===== config.mk =====
export PLATFORM = sky130hd
export DESIGN_NAME = pc_sequencer
export DESIGN_NICKNAME = d
export VERILOG_FILES = /design/src/rtl/pc_sequencer.sv
export SDC_FILE = /design/constraint.sdc
export NUM_CORES = 1
export LEC_CHECK = 0
export ABC_AREA = 1
export ABC_CLOCK_PERIOD_IN_PS = 2100
export CORE_ASPECT_RATIO = 0.7
export CORE_UTILIZATION = 45
export DETAILED_ROUTE_END_ITERATION = 10
export PLACE_DENSITY = 0.86
export SYNTH_ARGS = -nofsm -noshare
export SYNTH_HDL_FRONTEND = slang
export SYNTH_SLANG_ARGS = --single-unit

===== constraint.sdc =====
create_clock -name CLK -period 2.1 [get_ports CLK]
set_input_delay 0.21 -clock CLK [delete_from_list [all_inputs] [get_ports CLK]]
set_output_delay 0.21 -clock CLK [all_outputs]
set_load 0.02 [all_outputs]

===== src/rtl/pc_sequencer.sv =====
// rtl/pc_sequencer.sv - 8-bit PC sequencer driving the datapath mux and the instruction fetch handshake.
// Optional call/return link register enabled by defining PC_LINK_EN.
module pc_sequencer #(
   parameter logic [7:0] RESET_PC   = 8'h00,
   parameter int         WAIT_LIMIT = 15
) (
   input  logic       CLK,
   input  logic       RST,
   input  logic       Start,
   input  logic       Halt,
   input  logic       Branch_Req,
   input  logic [7:0] Branch_Addr,
   input  logic       Mem_Ack,
   input  logic [7:0] Mux_In,
`ifdef PC_LINK_EN
   input  logic       Call_Req,
   input  logic       Ret_Req,
   output logic [7:0] Link,
`endif
   output logic [7:0] Next_Seq,
   output logic [7:0] Next_Branch,
   output logic       Mux_Sel,
   output logic [7:0] PC,
   output logic       Mem_Req,
   output logic       Fetch_Valid,
   output logic       Timeout,
   output logic [1:0] State
);

   typedef enum logic [1:0] {
      S_IDLE   = 2'b00,
      S_FETCH  = 2'b01,
      S_WAIT   = 2'b10,
      S_HALTED = 2'b11
   } state_t;

   localparam logic [7:0] LIMIT = 8'(WAIT_LIMIT);

   state_t     state_q;
   logic       br_pending;
   logic       halt_pending;
   logic [7:0] wait_cnt;
   logic [7:0] wait_cnt_inc;
   logic       active;
   logic       accept;
   logic       req_any;
   logic [7:0] req_target;

   assign State        = state_q;
   assign active       = (state_q == S_FETCH) || (state_q == S_WAIT);
   assign accept       = active && Mem_Ack;
   assign Mem_Req      = active;
   assign Mux_Sel      = br_pending;
   assign Next_Seq     = PC + 8'd1;
   assign wait_cnt_inc = wait_cnt + 8'd1;

`ifdef PC_LINK_EN
   logic call_pending;
   assign req_any    = Ret_Req || Call_Req || Branch_Req;
   assign req_target = Ret_Req ? Link : Branch_Addr;

   // Link captures the return address when the fetch that consumes a call target is accepted.
   always_ff @(posedge CLK) begin
      if (RST) begin
         Link         <= 8'h00;
         call_pending <= 1'b0;
      end else begin
         if (accept) begin
            if (call_pending) Link <= PC + 8'd1;
            call_pending <= 1'b0;
         end
         if (req_any && state_q != S_HALTED)
            call_pending <= Call_Req && !Ret_Req;
      end
   end
`else
   assign req_any    = Branch_Req;
   assign req_target = Branch_Addr;
`endif

   always_ff @(posedge CLK) begin
      if (RST) begin
         state_q      <= S_IDLE;
         PC           <= RESET_PC;
         Fetch_Valid  <= 1'b0;
         Timeout      <= 1'b0;
         br_pending   <= 1'b0;
         Next_Branch  <= 8'h00;
         halt_pending <= 1'b0;
         wait_cnt     <= 8'h00;
      end else begin
         Fetch_Valid <= accept;
         case (state_q)
            S_IDLE: begin
               if (Halt)       state_q <= S_HALTED;
               else if (Start) state_q <= S_FETCH;
            end
            S_FETCH, S_WAIT: begin
               if (Mem_Ack) begin
                  PC           <= Mux_In;
                  br_pending   <= 1'b0;
                  halt_pending <= 1'b0;
                  state_q      <= (halt_pending || Halt) ? S_HALTED : S_FETCH;
               end else begin
                  if (Halt) halt_pending <= 1'b1;
                  if (state_q == S_FETCH) begin
                     state_q  <= S_WAIT;
                     wait_cnt <= 8'h00;
                  end else begin
                     wait_cnt <= wait_cnt_inc;
                     // Give up on the fetch; PC still points at the unanswered address.
                     if (wait_cnt_inc == LIMIT) begin
                        Timeout      <= 1'b1;
                        state_q      <= S_HALTED;
                        halt_pending <= 1'b0;
                     end
                  end
               end
            end
            default: begin
               if (Start) begin
                  state_q <= S_FETCH;
                  Timeout <= 1'b0;
               end
            end
         endcase
         // A request in the accepting cycle re-arms the branch for the following fetch.
         if (req_any && state_q != S_HALTED) begin
            br_pending  <= 1'b1;
            Next_Branch <= req_target;
         end
      end
   end

endmodule


======== Word level (Yosys, flattened, before mapping) ========
Index checks and enable logic that the tools add are counted.
Widths: inputs -> output; s select.
cells by class
  equal/unequal tests ..................... 8
  bitwise gates (word level) .............. 2
  add/sub/neg operators ................... 2
  multiplexer cells ....................... 20
  reduce and logical (&&, ||, !) cells .... 13
operators with widths
  cell                 count
  $add 8x1->8 const B  2
  $mux 2               6
  $mux 1               11
  $eq 8x4->1 const B   1
  $mux 8               1
  $ne 2x2->1 const B   4
  $reduce_and 2->1     3
  $reduce_bool 2->1    3
  $reduce_and 5->1     1
  $ne 4x4->1 const B   1
  $pmux 2 s2           1
  $eq 2x1->1 const B   1
  $eq 2x2->1 const B   1
  $logic_and 1x1->1    2
  $logic_not 2->1      1
  $logic_or 1x1->1     2
  $not 1->1            2
  $pmux 1 s2           1
  $reduce_or 2->1      1
word-level totals
  input bits .............................. 22
  output and inout port bits .............. 30
  logic and storage cells ................. 53
  register bits ........................... 30

======== Depth between registers and ports, before layout ========
  word-level depth ........................ 6
  mapped depth ............................ 11
  gate-level depth less buffers ........... 11

======== Worst setup path before layout ========
No wires, ideal clock.
  path type ............................... register to register
  start point ............................. register state_q[0], in the netlist State[0]
  end point ............................... register state_q[1], in the netlist State[1]
  library setup time ...................... 0.113 ns
  arrival ................................. 1.836 ns
  cell stages (with the launch flop) ...... 11
  buffers on the path ..................... 1
  data required time ...................... 1.987 ns
  setup slack ............................. 0.150 ns
  clock period less this slack ............ 1.950 ns
  path through ............................ dfxtp_1 -> inv_1 -> ha_1 -> inv_2 -> or2_1 -> buf_2 -> o221ai_1 -> a21oi_1 -> nand2_1 -> nand2_1 -> nor2_1
between the ends
  cells in the longest elaborated chain, start to end .. 4
  elaborated cells on any way between the ends .. 8
  classes of those cells .................. eq/ne (3); mux (3); reduce/logical (2)
RTL lines
  item                    RTL line  text
  start, declared         39        state_t state_q;
  start signal, assigned  103       state_q <= (halt_pending || Halt) ? S_HALTED : S_FETCH;
  $eq 2x1->1              93, 106
  $mux 2                  106       if (state_q == S_FETCH) begin
  $mux 2                  99        if (Mem_Ack) begin
  $pmux 2 s2              93        case (state_q)
Several ways; a longest one is shown, not always the timed one.
A chain may end at the register's enable or synchronous reset.

======== Final worst setup path ========
  start point ............................. register state_q[0], in the netlist State[0]
  end point ............................... output port Mem_Req
between the ends
  cells in the longest elaborated chain, start to end .. 2
  elaborated cells on any way between the ends .. 3
  classes of those cells .................. eq/ne (2); reduce/logical (1)
RTL lines
  item                                             RTL line  text
  $eq 2x1->1 / $eq 2x2->1 (equally long branches)  50        assign active = (state_q == S_FETCH) || (state_q == S_WAIT);
  $logic_or 1x1->1 *                               50
  end, declared                                    24        output logic Mem_Req,
Every way passes the cells marked *; elsewhere a longest branch is shown, timed or not.

==> metrics <==
crit-path cells inv_1 -> ha_1 -> clkdlybuf4s50_1; gpl congestion 0.854; Post-Syn Area 0.00152 sq mm; worst setup path endpoint Mem_Req; IO Port Bufs just over 50; vias in the first global route 1,318; routed wire length 3560 um; drt pass-1 iters 5; fill cell count between 200 and 300; Num CTS Buffers 5; area of the multi-input gates a little over 800 sq um; Slowest-stage cell, CP clkdlybuf4s50_1; DRC errors left 0; Worst-Margin Slew 468 ps; Hold Buf Count CTS 0; largest net degree at the start of global routing 20; Area Growth Syn to Fin 43.2%; Mapped Nets 238; Avg WL per Cell 11.7 um; initial antenna violation count 0; max cap viols 0; vias post-DR between 1,000 and 1,500; FF+latch count, synth 30; Final min period 1990 ps; Hold Path Origin Mux_Sel$_SDFFE_PP0P_; status completed; Clock Sinks 30; RSZ-0062 raised after global routing no; CP startpoint kind flop; r2r setup slk 220 ps; Pins Over Slew Limit 0; Rows 17; worst clock skew 7.74 ps; io pins 52; setup violators final 0; first-pass GRT wire length 5870 um; layout net count ~290; R2R depth 8; # diodes 0; Syn Inst Count 209; Initial Util 47.7%; clock latency on the worst-skew pair 290 ps; dpl hpwl 2720 um; WP data arrival 1780 ps; Post-Place Setup Slack 139 ps; CP Capture Type primary output; CTS tree done; required time of the critical path approximately 1900 ps; DR iter-0 viols 72; max frequency ~0.5 GHz; Total Routing Usage GR 21.5%; Clock Tree Buf Depth 2; Overflow after GRT 0; critical path class reg -> out; core area approximately 0.0032 sq mm; commonest non-fill, non-tap cell in the layout clkdlybuf4s50_1; H-tree depth 2; yosys synthesis warning count 0; Syn Area/Cell 7.29 sq um; Pwr per Cell Area 1130 mW/mm^2; Slew headroom 68.8%; reg2reg start State[0]$_SDFFE_PP0P_; sequential cell area 601 sq um; Worst Hold Class reg -> reg; setup tns final 0 ps; fin crit share a little over nine tenths; fraction of layout cells with a size suffix above 1 between 10% and 20%; clock slew at reported path FFs 70 ps; sequential area share after synthesis 39.4%; Worst Path Max Fanout 5; slowest stage delay, CP 630 ps; RR Endpoint wait_cnt[1]$_SDFFE_PP0P_; Static Leak 0.000883 uW; Final Hold Violating Endpoints 0; Die ar. approximately 0.0036 sq mm; total setup buffers inserted after CTS 0; Pwr Total 2470 uW; setup ws final around 110 ps; synth unique cells 31; Die Wd 71.5 um; root buffer cell clkbuf_8; worst-case vdd ir drop 0.000760 V; CP startpoint State[0]$_SDFFE_PP0P_; most frequent cells in the layout clkdlybuf4s50_1 (48), nor2_1 (36), nand2_1 (34), dfxtp_1 (30), inv_1 (19); Vias/cell 4.86; die height 50.7 um; antenna viol nets, final 0
cells in the mapped netlist:
| cell | count | area (sq um) |
|---|---|---|
| nand2_2 | 4 | 25.0 |
| o21ai_0 | 16 | 80.1 |
| o21a_1 | 1 | 7.51 |
| clkinv_1 | 1 | 3.75 |
| o21ai_2 | 1 | 8.76 |
| inv_1 | 19 | 71.3 |
| dfxtp_1 | 30 | 601 |
| xnor2_1 | 1 | 8.76 |
| nand3_1 | 8 | 40.0 |
| a22oi_1 | 1 | 7.51 |
| a211oi_1 | 1 | 7.51 |
| nor2_1 | 36 | 135 |
| o211ai_1 | 1 | 7.51 |
| nand3_2 | 2 | 20.0 |
| ha_1 | 7 | 87.6 |
| or2_1 | 1 | 6.26 |
| nand4_1 | 4 | 25.0 |
| nor3_2 | 1 | 10.0 |
| a21oi_1 | 17 | 85.1 |
| buf_2 | 1 | 5.00 |
| inv_2 | 2 | 7.51 |
| o221ai_1 | 1 | 8.76 |
| nor3_1 | 1 | 5.00 |
| nor2_2 | 3 | 18.8 |
| nor2_4 | 3 | 33.8 |
| clkbuf_1 | 3 | 11.3 |
| xor2_1 | 5 | 43.8 |
| or2_0 | 1 | 6.26 |
| o21ai_1 | 2 | 10.0 |
| o31ai_1 | 1 | 7.51 |
| nand2_1 | 34 | 128 |
kinds of logic (layout without fill, tap and decap cells):
group,count (synthesis),count (layout),synth area share (%)
and+or+nand+nor,98,98,29.7
AOI/OAI and AO/OA,42,42,15.1
DFF,30,30,39.4
buffers and inverters,26,83,6.49
adders and majority gates,7,7,5.75
xor gates and xnor gates,6,6,3.45
worst max-delay path: cells and delay by family (launching register included):
| family | cells | cell delay, ps |
|---|---|---|
| buffers and inverters | 2 | 730 |
| adder cells (fa/ha/maj) | 1 | 350 |
| flip-flops | 1 | 410 |
how the worst min path moves through the flow:
stage / endpoint / slack (ps) / cells after the start
6_report: Mux_Sel$_SDFFE_PP0P_ / 460 / 2
5_1_grt: halt_pending$_SDFFE_PP0N_ / 480 / 2
4_1_cts: Mux_Sel$_SDFFE_PP0P_ / 470 / 2
3_5_place_dp: Mux_Sel$_SDFFE_PP0P_ / 460 / 2
3_3_place_gp: Mux_Sel$_SDFFE_PP0P_ / 450 / 2
2_1_floorplan: wait_cnt[4]$_SDFFE_PP0P_ / 280 / 1
sequential cells by signal (all words and copies together) (netlist names):
signal	count
Timeout	1
halt_pending	1
Mux_Sel	1
wait_cnt	8
PC	8
Fetch_Valid	1
State	2
Next_Branch	8
through the flow:
stage               instance area (sq um)  hold slack, ps  util [%]  std cells
floorplan                            1520             279         -        209
finish                               2180             459      68.4        304
global route                         2180             483      68.4        304
detailed placement                   2080             456      65.2        296
CTS                                  2170             465      68.1        304
global placement                     2080             448      65.2        296
report_power, final:
part           internal [uW]  switching, uW
logic                    525            678
clock network            263            225
registers                685           99.1
final cells by class:
| cell class | count | area share, % |
|---|---|---|
| clock buffers | 6 | 3.79 |
| clock inverters | 2 | 0.574 |
| inverters | 22 | 3.79 |
| multi-input cells | 153 | 37.9 |
| flip-flops and latches | 30 | 27.5 |
| well taps | 38 | 2.18 |
| repair buffers | 53 | 24.3 |
what timing repair did:
item / CTS / global route
setup endpoints to repair: 1 / 4
gates cloned: 0 / 0
pin swaps: 0 / 1
endpoints found under the hold margin: 0 / 0
gates resized for setup: 1 / 3
routing by layer:
layer  track usage (%)  vias to the layer above  routed length [um]
met2              31.7                       37                1500
met1              28.1                      643                1800
met5                 0                        -                   0
li1                  -                      791                   -
met3              6.83                        7                 189
met4              11.4                        0                  64
(Power assumes the default switching activity.)
